### src/rtl/interlock_pkg.sv
// Shared constants and channel numbering for the 8x8 interlock output monitor.
package interlock_pkg;

  localparam int unsigned N_PCH = 8;
  localparam int unsigned N_CH  = 28;
  localparam int unsigned N_TOT = N_PCH + N_CH;

  typedef logic [5:0] ch_idx_t;

  typedef enum logic {
    BANK_P = 1'b0,
    BANK_O = 1'b1
  } bank_t;

  // Power bank maps to 1..8, output bank to 9..36.
  function automatic ch_idx_t ch_num(bank_t bank, int unsigned idx);
    return (bank == BANK_P) ? ch_idx_t'(idx) : ch_idx_t'(N_PCH + idx);
  endfunction

endpackage

### src/rtl/rb_channel.sv
// One readback channel: synchronizer, matched command delay, persistent-mismatch
// counter and the latched fault bit with set-over-clear priority.
module rb_channel #(
  parameter int unsigned SYNC_STAGES     = 2,
  parameter int unsigned MISMATCH_CYCLES = 1000
) (
  input  logic clk,
  input  logic rst,
  input  logic cmd,
  input  logic fb,
  input  logic clr_fault,
  output logic fault,
  output logic fault_nxt,
  output logic set
);

  localparam int unsigned CW = (MISMATCH_CYCLES > 1) ? $clog2(MISMATCH_CYCLES) : 1;
  localparam logic [CW-1:0] CNT_MAX = CW'(MISMATCH_CYCLES - 1);

  logic [SYNC_STAGES-1:0] fb_q;
  logic [SYNC_STAGES-1:0] cmd_q;
  logic [CW-1:0]          cnt;
  logic                   mis;
  logic                   clr_ok;

  assign mis       = cmd_q[SYNC_STAGES-1] ^ fb_q[SYNC_STAGES-1];
  assign set       = mis && (cnt == CNT_MAX);
  // Only a channel that is quiet and has a zeroed counter may be cleared.
  assign clr_ok    = clr_fault && !mis && (cnt == '0);
  assign fault_nxt = set | (fault & ~clr_ok);

  always_ff @(posedge clk or posedge rst) begin
    if (rst) begin
      fb_q  <= '0;
      cmd_q <= '0;
      cnt   <= '0;
      fault <= 1'b0;
    end else begin
      fb_q  <= {fb_q[SYNC_STAGES-2:0], fb};
      cmd_q <= {cmd_q[SYNC_STAGES-2:0], cmd};
      if (!mis)
        cnt <= '0;
      else if (cnt != CNT_MAX)
        cnt <= cnt + 1'b1;
      fault <= fault_nxt;
    end
  end

endmodule

### src/rtl/out_readback_monitor.sv
// Output readback monitor: 36 readback channels, first-fault encoder and the
// registered any_fault/kill shutdown outputs.
module out_readback_monitor
  import interlock_pkg::*;
#(
  parameter int unsigned SYNC_STAGES     = 2,
  parameter int unsigned MISMATCH_CYCLES = 1000
) (
  input  logic         pclk_50M,
  input  logic         rst,
  input  logic [1:8]   eoutP,
  input  logic [1:28]  eout,
  input  logic [1:8]   fbP,
  input  logic [1:28]  fb,
  input  logic         clr_fault,
  output logic [1:8]   faultP,
  output logic [1:28]  fault,
  output logic         any_fault,
  output logic         kill,
  output logic [5:0]   first_ch
);

  logic [1:N_TOT] fault_all;
  logic [1:N_TOT] nxt_all;
  logic [1:N_TOT] set_all;
  ch_idx_t        enc;
  logic           nxt_any;

  for (genvar p = 1; p <= N_PCH; p++) begin : g_pch
    localparam int unsigned CH = int'(ch_num(BANK_P, p));
    rb_channel #(
      .SYNC_STAGES    (SYNC_STAGES),
      .MISMATCH_CYCLES(MISMATCH_CYCLES)
    ) u_ch (
      .clk      (pclk_50M),
      .rst      (rst),
      .cmd      (eoutP[p]),
      .fb       (fbP[p]),
      .clr_fault(clr_fault),
      .fault    (fault_all[CH]),
      .fault_nxt(nxt_all[CH]),
      .set      (set_all[CH])
    );
  end

  for (genvar j = 1; j <= N_CH; j++) begin : g_ch
    localparam int unsigned CH = int'(ch_num(BANK_O, j));
    rb_channel #(
      .SYNC_STAGES    (SYNC_STAGES),
      .MISMATCH_CYCLES(MISMATCH_CYCLES)
    ) u_ch (
      .clk      (pclk_50M),
      .rst      (rst),
      .cmd      (eout[j]),
      .fb       (fb[j]),
      .clr_fault(clr_fault),
      .fault    (fault_all[CH]),
      .fault_nxt(nxt_all[CH]),
      .set      (set_all[CH])
    );
  end

  assign faultP  = fault_all[1:N_PCH];
  assign fault   = fault_all[N_PCH+1:N_TOT];
  assign nxt_any = |nxt_all;

  always_comb begin
    enc = '0;
    for (int unsigned k = 1; k <= N_TOT; k++) begin
      if (set_all[k] && (enc == '0))
        enc = ch_idx_t'(k);
    end
  end

  always_ff @(posedge pclk_50M or posedge rst) begin
    if (rst) begin
      any_fault <= 1'b0;
      kill      <= 1'b0;
      first_ch  <= '0;
    end else begin
      any_fault <= nxt_any;
      kill      <= nxt_any;
      if (!nxt_any)
        first_ch <= '0;
      else if ((first_ch == '0) && (|set_all))
        first_ch <= enc;
    end
  end

endmodule

### config.mk
export PLATFORM = sky130hd
export DESIGN_NAME = out_readback_monitor
export DESIGN_NICKNAME = d
export VERILOG_FILES = /design/src/rtl/interlock_pkg.sv /design/src/rtl/rb_channel.sv /design/src/rtl/out_readback_monitor.sv
export SDC_FILE = /design/constraint.sdc
export NUM_CORES = 1
export LEC_CHECK = 0
export CAP_MARGIN = 40
export CORE_AREA = 3 3 310 312
export DETAILED_ROUTE_END_ITERATION = 16
export DIE_AREA = 0 0 313 315
export SETUP_SLACK_MARGIN = 0.5
export SLEW_MARGIN = 30
export SYNTH_ARGS = -nofsm -noshare
export SYNTH_HDL_FRONTEND = slang
export SYNTH_SLANG_ARGS = --single-unit
### constraint.sdc
create_clock -name pclk_50M -period 22.8 [get_ports pclk_50M]
set_input_delay 3.42 -clock pclk_50M [delete_from_list [all_inputs] [get_ports pclk_50M]]
set_output_delay 3.42 -clock pclk_50M [all_outputs]
set_load 0.05 [all_outputs]
==> results.txt <==
Hold slack = 0.341 ns
Ys Warns = 0
Die area = 0.0986 mm2
Utilization after layout = 33.4%
# Post-CTS Setup Buffers = 0
Worst-path cell chain = buf_2, buf_4, nor4b_1, nand4_1, nand2_1, o21ai_0, or4_1, or3_1, or4_1, nor3_1, inv_1, a221oi_1, a32oi_1
First-pass GRT wire length = 97900 um
Unique masters post-synth = 85
TritonRoute pass-1 iters = 5
Hold Crit Class = flop to flop
Max incr delay on CP = 0.54 ns
CP max-delay cell = or4_1
Worst-margin pin slew = 0.834 ns
Cell repeated most along the worst path = or4_1
Largest cells by area after synthesis = dfrtp_1, nor2_1, xnor2_1, xor2_1, ha_1
Mapped Area = 0.0261 mm2
Hold_buf cts = 0
WHS Endpoint = g_ch[5].u_ch.fb_q[1]
Largest net degree at the start of global routing = 161
CP arrival = 6.94 ns
Hold Fails Final Rpt = 0
Area grow syn2layout = 19.3%
Critical path fanouts, max = 36
FF-to-FF Start = g_pch[7].u_ch.fb_q[1]
H-tree depth = 3
Maximum Capacitance Violations = 0
Post-Syn Instances = 2631
R2r setup slk = 17.99 ns
Placed Area = 0.0288 mm2
Port buffer count = 118
Skew-Pair Late Insertion Delay = 0.63 ns
Initial antenna violation count = 0
Most common cell in the synthesized netlist = dfrtp_1
Min-delay src = g_ch[5].u_ch.fb_q[0]
Synthesis-stage register bit count = 547
Mapped Avg Cell Area = 9.92 um2
Logic pwr share = 8.4%
Num CTS Buffers = 67
Clock power frac = 46.3%
Antenna diodes = 0
Status = complete, no violations
Grt total ovfl = 0
Crit end category = flop
Post-cts resize count = 0
Internal = 1.75 mW
Seq pwr share = 45.3%
Antenna-violating nets left = 0
Top_reg_cell synth = dfrtp_1
Mapped Nets = 2778
Max_slew headroom = 44.0%
CTS tree = built
Via count = 19200
Clk pin slew, worst setup/hold paths = 0.06 ns
Power density cells = 74.8 mW/mm2
Final Non-Filler Cells = 4086
Die height = 315 um
Core area = 0.0933 mm2
Pre-CTS WS = 15.74 ns
CP required = 23.28 ns
Setup Viol. Count Final = 0
Fill cells = 9545
Switching pwr = 580 uW
Fin crit period = 6.46 ns
Total track usage = 12.2%
Post-synth ARST share = 100%
Rows = 112
Initial core utilization = 28.0%
Synth cell count leaders = dfrtp_1, nor2_1, nand2_1, nand3_1, xnor2_1
RSZ-0062 raised after global routing = no
Max Freq = 155 MHz
Setup_tns = 0 ns
Crit Path Class = input port to flop
Final Wtd Congestion = 0.871
Violation count after the first detailed-routing iteration = 1119
Final period utilization = 28.3%
WHS Path Cells = 0
Final worst slack = 16.34 ns
Area share of the largest cell type after synthesis = 52.4%
Reg2reg end = first_ch[2]
Clk_skew = 0.0357 ns
Post-DR vias/cell = 4.70
Vias in the first global route = 18400
Clock Path Buffers = 3
Reg2reg path depth = 14
Total chip power = 2.33 mW
Pleak = 12.9 nW
Net Sw Frac = 24.9%
Cell area after layout = 0.0311 mm2
Fraction of layout cells with a size suffix above 1 = 7.98%
HPWL after DPL = 42300 um
Ports = 119
Die width = 313 um
CTS sink cnt = 547
Biggest area consumer among synthesized cells = dfrtp_1
Post-synthesis sequential area ratio = 52.4%
Placed Instances = 3960
DR DRC count = 0
Routed WL = 59900 um
Post-synth EDFFs = 0
CP Launch Type = input port
Final Max Tran Viols = 0
Max VDD drop = 0.0000526 V
Layout Nets = 2928
Root buffer cell = clkbuf_16
Drt wl/cell = 14.7 um
[power groups by stage]
stage / Combinational [mW] / Sequential, mW / Clock, mW
6_report: 0.195 / 1.05 / 1.08
4_1_cts: 0.198 / 1.05 / 1.12
5_1_grt: 0.226 / 1.06 / 1.16
2_1_floorplan: 0.133 / 1.06 / 0
3_5_place_dp: 0.197 / 1.07 / 0
3_3_place_gp: 0.192 / 1.07 / 0
[routing by layer]
layer  wire length (um)  up-vias  GRT usage [%]
met1              28100     9381           16.6
met5                  0        -              0
met4               1950        0           4.78
met2              27000      321           19.1
met3               2820       98           2.39
li1                   -     9409              -
[worst max-delay path: cells and delay by family]
kind / cells / cell delay [ns]
and+or+nand+nor: 7 / 2.18
buffers and inverters: 3 / 0.75
AOI/OAI and AO/OA: 3 / 0.54
[cell usage in the layout (no fill, tap or decap), types with 29 or more instances in the layout]
cell             netlist  routed
inv_1                 94      93
nor4b_1               40      39
dfrtp_1              547     547
o21ai_0               76      76
clkdlybuf4s50_1        0     117
buf_4                 38      41
xnor2_1              139     138
nand2_1              195     195
clkbuf_16              0      67
a21oi_1              103     103
ha_1                  72      72
xor2_1               107     107
nor2_1               441     441
or3_1                 69      69
nor3_1                89      89
and3_1                29      29
nand3_1              140     140
nand4_1               83      83
nor4_1                37      35
[registers in the layout (all words and copies together) (netlist names)]
name and count:
first_ch 6, g_pch.u_ch.cnt 80, g_ch.u_ch.fault 28, g_ch.u_ch.fb_q 56, g_ch.u_ch.cnt 280, kill 1
g_pch.u_ch.fb_q 16, g_pch.u_ch.fault 8, g_pch.u_ch.cmd_q 16, g_ch.u_ch.cmd_q 56
[worst max path at each step]
stage / cells past startpoint / from / slack (ns) / endpoint
2_1_floorplan: 1 / rst / 4.09 / first_ch[0]
3_3_place_gp: 5 / rst / 15.44 / g_ch[21].u_ch.cmd_q[1]
3_5_place_dp: 13 / clr_fault / 15.74 / first_ch[1]
4_1_cts: 13 / clr_fault / 16.39 / first_ch[1]
5_1_grt: 13 / clr_fault / 16.13 / first_ch[1]
6_report: 13 / clr_fault / 16.34 / first_ch[1]
[area by class of cell]
cell class              count  area (um2)  share of cell area, %
clock buffers              96        1920                   6.15
clock inverters            24         338                   1.08
inverters                  94         360                   1.16
multi-input cells        1901       11600                   37.2
flip-flops and latches    547       13700                   43.9
well taps                1254        1570                   5.04
repair buffers            170        1690                   5.42
[kinds of logic after synthesis]
logic type,synth area share [%]
XOR/XNOR,8.32
flip-flops,52.4
buffers and inverters,3.27
multiplexers,0.882
AO/OA/AOI/OAI,6.96
AND/OR/NAND/NOR,24.7
adder cells (fa/ha/maj),3.45
No activity file was read; power rests on OpenSTA's default activity.
